### config.mk
export PLATFORM = sky130hd
export DESIGN_NAME = gated_xor_pipe
export DESIGN_NICKNAME = d
export VERILOG_FILES = /design/src/rtl/gated_xor_pipe.sv
export SDC_FILE = /design/constraint.sdc
export NUM_CORES = 1
export LEC_CHECK = 0
export CORE_MARGIN = 2
export CORE_UTILIZATION = 47
export DETAILED_ROUTE_END_ITERATION = 10
export MAX_ROUTING_LAYER = met4
export PLACE_DENSITY = 0.8
export SYNTH_ARGS = -nofsm -noshare
export SYNTH_HDL_FRONTEND = slang
export SYNTH_SLANG_ARGS = --single-unit
### constraint.sdc
create_clock -name clk -period 2.4 [get_ports clk]
set_input_delay 0.24 -clock clk [delete_from_list [all_inputs] [get_ports clk]]
set_output_delay 0.24 -clock clk [all_outputs]
set_load 0.1 [all_outputs]
### src/rtl/gated_xor_pipe.sv
// gated_xor_pipe
//   Registered, multi-lane gated-XOR stage: f[i] = (c[i] | ~d[i]) & (a[i] ^ b[i]).
//   Two-stage valid/ready pipeline (2-cycle latency, 1 beat/cycle). It reports
//   the per-beat popcount of f and a saturating running total over the output
//   beats that downstream accepts.
//
//   Optional feature macro: GXP_PARITY_EN
//     defined   -> output f_par = ^f, registered together with f.
//     undefined -> no f_par port or logic.
//
// Parameters
//   WIDTH  lanes per beat (>= 1)
//   TOT_W  ones_total width (>= CNT_W)
//   CNT_W  derived, $clog2(WIDTH+1), not overridable
//
// Ports
//   clk, rst             clock (rising edge), synchronous active-high reset
//   in_valid / in_ready  upstream handshake; in_ready is combinational from out_ready
//   a, b, c, d           lane operands, sampled only on the input handshake
//   out_valid/out_ready  downstream handshake
//   f, f_count           per-lane result and its popcount
//   clear_total          synchronous clear of ones_total
//   ones_total           saturating sum of f_count over accepted output beats
//   f_par                (GXP_PARITY_EN only) parity of f
module gated_xor_pipe #(
  parameter  int unsigned WIDTH = 4,
  parameter  int unsigned TOT_W = 16,
  localparam int unsigned CNT_W = $clog2(WIDTH + 1)
) (
  input  logic             clk,
  input  logic             rst,
  input  logic             in_valid,
  output logic             in_ready,
  input  logic [WIDTH-1:0] a,
  input  logic [WIDTH-1:0] b,
  input  logic [WIDTH-1:0] c,
  input  logic [WIDTH-1:0] d,
  output logic             out_valid,
  input  logic             out_ready,
  output logic [WIDTH-1:0] f,
  output logic [CNT_W-1:0] f_count,
  input  logic             clear_total,
  output logic [TOT_W-1:0] ones_total
`ifdef GXP_PARITY_EN
  ,
  output logic             f_par
`endif
);

  logic             r_s1_valid;
  logic [WIDTH-1:0] r_f_raw;
  logic             r_out_valid;
  logic [WIDTH-1:0] r_f;
  logic [CNT_W-1:0] r_f_count;
  logic [TOT_W-1:0] r_total;

  logic             w_s2_en;
  logic             w_s1_en;
  logic             w_in_hs;
  logic             w_out_hs;
  logic [WIDTH-1:0] w_f_lane;
  logic [CNT_W-1:0] w_pop;
  logic [TOT_W-1:0] w_base;
  logic [TOT_W:0]   w_cnt_ext;
  logic [TOT_W:0]   w_sum;
  logic [TOT_W-1:0] w_sat;

  // Each stage loads when empty or when its occupant leaves this cycle.
  assign w_s2_en  = !r_out_valid || out_ready;
  assign w_s1_en  = !r_s1_valid || w_s2_en;
  assign w_in_hs  = in_valid && w_s1_en;
  assign w_out_hs = r_out_valid && out_ready;

  assign w_f_lane = (c | ~d) & (a ^ b);

  always_comb begin
    w_pop = '0;
    for (int unsigned i = 0; i < WIDTH; i++) begin
      w_pop = w_pop + CNT_W'(r_f_raw[i]);
    end
  end

  // Stage 1: lane vector captured only on the input handshake.
  always_ff @(posedge clk) begin
    if (rst) begin
      r_s1_valid <= 1'b0;
      r_f_raw    <= '0;
    end else if (w_s1_en) begin
      r_s1_valid <= in_valid;
      if (in_valid) begin
        r_f_raw <= w_f_lane;
      end
    end
  end

  // Stage 2: output registers hold while stalled (out_valid & !out_ready).
  always_ff @(posedge clk) begin
    if (rst) begin
      r_out_valid <= 1'b0;
      r_f         <= '0;
      r_f_count   <= '0;
    end else if (w_s2_en) begin
      r_out_valid <= r_s1_valid;
      if (r_s1_valid) begin
        r_f       <= r_f_raw;
        r_f_count <= w_pop;
      end
    end
  end

  // Clear is applied before the beat is added, so a clear coinciding with
  // an output handshake leaves exactly that beat's count.
  always_comb begin
    w_base    = clear_total ? '0 : r_total;
    w_cnt_ext = '0;
    w_cnt_ext[CNT_W-1:0] = r_f_count;
    w_sum     = {1'b0, w_base} + w_cnt_ext;
    w_sat     = w_sum[TOT_W] ? '1 : w_sum[TOT_W-1:0];
  end

  always_ff @(posedge clk) begin
    if (rst) begin
      r_total <= '0;
    end else if (w_out_hs) begin
      r_total <= w_sat;
    end else if (clear_total) begin
      r_total <= '0;
    end
  end

  assign in_ready   = w_s1_en;
  assign out_valid  = r_out_valid;
  assign f          = r_f;
  assign f_count    = r_f_count;
  assign ones_total = r_total;

`ifdef GXP_PARITY_EN
  logic r_par;

  always_ff @(posedge clk) begin
    if (rst) begin
      r_par <= 1'b0;
    end else if (w_s2_en && r_s1_valid) begin
      r_par <= ^r_f_raw;
    end
  end

  assign f_par = r_par;
`endif

endmodule
# --- Word-level counts from Yosys, hierarchy flattened ---
# Index checks and enable logic that the tools add are counted.
totals:
  word_cells: 24
  input_bits: 21
  regBits: 29
op_classes:
  n_mux: 3
  addsub: 4
  reduce_logical: 7
  bitwise_logic: 4
op_table:
  columns: ["operator", "count"]
  rows:
  - ["16-bit two-way mux", 3]
  - ["16-bit by 3-bit adder with 17-bit output", 1]
  - ["4-bit bitwise AND", 1]
  - ["4-bit NOT", 1]
  - ["4-bit bitwise OR", 1]
  - ["2-bit AND reduction", 2]
  - ["4-bit XOR", 1]
  - ["2-bit by 1-bit adder with 3-bit output", 1]
  - ["3-bit by 1-bit adder with 3-bit output", 1]
  - ["1-bit by 1-bit adder with 2-bit output", 1]
  - ["1-bit zero test", 2]
  - ["1-bit logical OR", 2]
  - ["1-bit logical AND", 1]

# --- Depth between registers and ports, before layout ---
logic_depth:
  word_depth: 4
  ltp_mapped: 9
  ltp_nobuf: 8

# --- Worst setup path after synthesis ---
# No wires, ideal clock.
synth_timing:
  path_kind: "reg2reg"
  from: "register r_out_valid (netlist: out_valid)"
  to: "register r_f_raw[0]"
  setup_slack_ns: -0.176
  n_path_buf: 0
  stages_incl_launch_ff: 6
  arrival_ns: 2.505
  synth_period_minus_slack_ns: 2.576
  cell_sequence: "dfxtp_1 -> and2b_2 -> nand2_1 -> nand2_1 -> nand2_1 -> a21oi_1"
synth_via:
  elab_chain_cells: 4
synth_lines:
  columns: ["item", "line_no", "rtl"]
  rows:
  - ["start, declared", "52", "logic r_out_valid;"]
  - ["start signal, assigned", "103", "r_out_valid <= r_s1_valid;"]
  - ["1-bit zero test", "69", "assign w_s2_en = !r_out_valid || out_ready;"]
  - ["1-bit logical OR", "69", null]
  - ["1-bit logical OR", "70", "assign w_s1_en = !r_s1_valid || w_s2_en;"]
  - ["via in_ready", "33", "output logic in_ready,"]
  - ["2-bit AND reduction (no line)", null, null]
  - ["end signal, assigned", "91", "r_f_raw <= w_f_lane;"]
  - ["end, declared", "51", "logic [WIDTH-1:0] r_f_raw;"]
# The timed path passes the listed nets, and every way through them passes these cells.
# A chain may end at the register's enable or synchronous reset.

# --- Worst setup path in the final report ---
layout_timing:
  from: "input clear_total"
  to: "register r_total[10] (netlist: ones_total[10])"
layout_via:
  elab_chain_cells: 4
layout_lines:
  columns: ["item", "line_no", "rtl"]
  rows:
  - ["start, declared", "42", "input logic clear_total,"]
  - ["16-bit two-way mux *", null, null]
  - ["16-bit by 3-bit adder with 17-bit output", "117", "w_sum = {1'b0, w_base} + w_cnt_ext;"]
  - ["16-bit two-way mux", "118", "w_sat = w_sum[TOT_W] ? '1 : w_sum[TOT_W-1:0];"]
  - ["16-bit two-way mux *", "124", "end else if (w_out_hs) begin"]
  - ["end signal, assigned", "125", "r_total <= w_sat;"]
  - ["end, declared", "55", "logic [TOT_W-1:0] r_total;"]
# Mark *: on every way between the ends. The rest lies on a longest branch, timed or not.

==> key figures <==
Timing
  • Headroom to the max-slew limit: 68.9%
  • Final hold vios: 0
  • Setup TNS: 0 ns
  • Max Freq: 0.457 GHz
  • Final worst clock skew: 0.00813 ns
  • Final Max Slew Viols: 0
  • Final setup violating endpoints: 0
  • Period utilization: 91.2%
  • Fin Hold WS: 0.461 ns
  • Slew @ Worst Pin: 0.467 ns
  • RSZ-0062 raised after global routing: no
  • Final min period: 2.19 ns

Worst setup path
  • Worst path most repeated cell: a21oi_1
  • Req. time, crit path: 2.60 ns
  • CP max stage cell: clkdlybuf4s50_1
  • CP Capture Type: flop
  • Nature of the critical path startpoint: input pin
  • Kind of critical path: in2reg
  • Crit-path cells: clkdlybuf4s50_1 > nor2b_1 > ha_1 > fa_1 > a21oi_1 > buf_4 > or3_4 > o21a_1 > o21ai_1 > a21oi_1
  • Worst EP arrival: 2.39 ns
  • Max incr delay on CP: 0.49 ns
  • Worst-path maximum fanout: 4

Finish
  • Final Non-Filler Cells: 279
  • Post-layout util: 67.9%
  • Net count, final: 263
  • Layout cells sized above 1: 21.7%
  • Synth-to-layout area growth: 35.1%
  • Inserted Diodes: 0

Floorplan
  • FP Rows: 20
  • Initial cell density of the core: 50.3%
  • Die area: 0.00380 mm^2
  • IO Count: 46
  • Die H: 61.6 um
  • Die Wd: 61.6 um
  • Core Box Area: 0.00310 mm^2

Clocking
  • CTS Buffer Depth: 2
  • TritonCTS Buffers: 5
  • Clock transition at the registers of the reported paths: 0.09 ns
  • Worst-Skew Late Latency: 0.33 ns
  • Hold-fix buffer count after cts: 0
  • CTS-repair resized insts: 0
  • CTS sink cnt: 29
  • Root Driver: clkbuf_4
  • Number of H-tree levels: 2
  • Postcts setup bufs: 0
  • CTS tree: done

Global route
  • Largest net degree at the start of global routing: 30
  • GRT Resource Usage Total: 23.7%
  • Initial antenna violation count: 0
  • First-pass GRT wire length: 6400 um
  • Total global routing overflow: 0
  • Vias in the first global route: 1425

Drt
  • Initial DRC Count: 69
  • Detailed-route DRC error count: 0
  • DR WL/cell: 13.8 um
  • DR vias/cell: 5.34
  • Via count: 1491
  • Routed WL: 3860 um
  • First-pass iteration count of the detailed router: 4
  • Antenna Nets Post-Route: 0

Placed design
  • DP Cell Count: 272
  • Port Buffers: 45
  • RePlAce Congestion: 0.900
  • HPWL Detailed: 2950 um

Yosys
  • Synth Area per Inst: 8.62 um^2
  • Commonest register cell after synthesis: dfxtp_1
  • Post-Synthesis Cells: 181
  • Synth area leaders: dfxtp_1 37%, a21oi_1 6.7%, nor2_1 4.1%, ha_1 4.0%, xor2_1 3.9%
  • Top-area cell type share of the netlist area: 37.2%
  • Seq/Total Area, Yosys: 37.2%
  • Synthesized area: 0.00156 mm^2
  • Asr flop ratio synth: 0%
  • Synth Net Count: 209
  • Leading area contributor after synthesis: dfxtp_1
  • Post-synth EDFFs: 0
  • Synth warn: 0
  • Netlist cell types: 38
  • Yosys reg bits: 29

Power and ir drop
  • Power after layout: 955 uW
  • Pwr Density: 453 mW/mm^2
  • Pleak: 0.913 nW
  • Worst vdd ir: 0.302 mV

Outcome
  • Status: finished clean

Job
  • Max cap viols: 0

Worst hold path
  • Hold Crit Class: reg2reg
Yosys cell counts (2+ instances only):
library cell	count
nand4_1	5
nor2_1	17
ha_1	5
clkbuf_1	3
and4b_1	3
nor3_1	10
nand3_1	2
a211oi_1	2
o2111ai_1	4
xnor2_1	6
nand2_1	16
nor2b_1	5
and3_1	4
and2b_1	2
inv_1	10
nand2b_1	4
dfxtp_1	29
fa_1	2
mux2i_1	5
nor3_2	2
xor2_1	7
o21ai_0	2
a21oi_1	21
sequential cells by signal, summed over array words and instances (netlist names):
register	flops
f	4
r_f_raw	4
r_s1_valid	1
out_valid	1
f_count	3
ones_total	16
metrics by stage:
| stage | setup WS, ns | area (um^2) |
|---|---|---|
| after detailed placement | -0.120 | 2050 |
| after global routing | 0.0615 | 2110 |
| final | 0.211 | 2110 |
| after floorplan | 0.0472 | 1570 |
| after global placement | -0.0223 | 2050 |
| after CTS | 0.220 | 2110 |
where the power goes:
part / leakage (nW) / internal, mW / switching, mW
combinational: 0.644 / 0.0610 / 0.0923
sequential: 0.237 / 0.492 / 0.00972
clock: 0.0314 / 0.138 / 0.161
critical path: cells and delay by family:
family                   cells  cell delay, ns
buffers and inverters        2            0.64
adder cells (fa/ha/maj)      2            0.42
AND/OR/NAND/NOR              2            0.56
AO/OA/AOI/OAI                4            0.53
final cells by class:
class	count	area [um^2]
Multi-Input combinational cell	137	921
Fill cell	284	995
Timing Repair Buffer	52	453
Tap cell	44	55.1
Inverter	10	37.5
Sequential cell	29	587
Clock buffer	7	55.1
kinds of logic after synthesis:
family          count (synthesis)  share of synthesized area [%]
compound gates                 34                           13.2
xor+xnor                       13                           7.30
flops                          29                           37.2
simple gates                   78                           28.7
mux                             5                           3.21
buf+inv                        15                           3.77
fa+ha+maj                       7                           6.58
layout by cell type, fill, tap and decap left out, types with 2 or more instances in the layout:
cell	count
nand2b_1	4
clkdlybuf4s50_1	20
a21oi_1	21
xor2_1	7
a211oi_1	2
o2111ai_1	4
dfxtp_1	24
nor2b_1	5
and4b_1	3
and3_1	4
o21ai_0	2
and2b_1	2
ha_1	5
nand4_1	5
nor3_1	10
nand3_1	2
inv_1	10
mux2i_1	5
dfxtp_2	5
buf_4	31
nand2_1	16
nor2_1	17
clkbuf_4	5
nor3_2	2
xnor2_1	6
fa_1	2
path summary, 6_finish.rpt:
check           startpoint        endpoint  slack, ns  cells after the start
min             r_f_raw[3]      r_f_raw[3]       0.46                      2
max            clear_total  ones_total[10]       0.21                     10
min reg2reg     r_f_raw[3]      r_f_raw[3]       0.46                      2
max reg2reg  ones_total[0]  ones_total[10]       0.29                      9
layer usage:
| layer | vias to the layer above | GRT usage, % | wire length [um] |
|---|---|---|---|
| li1 | 740 | - | - |
| met1 | 696 | 29.8 | 1670 |
| met2 | 47 | 36.4 | 1920 |
| met3 | 8 | 6.09 | 204 |
| met4 | 0 | 8.81 | 63 |
| met5 | - | - | 0 |
(Power assumes the default switching activity.)
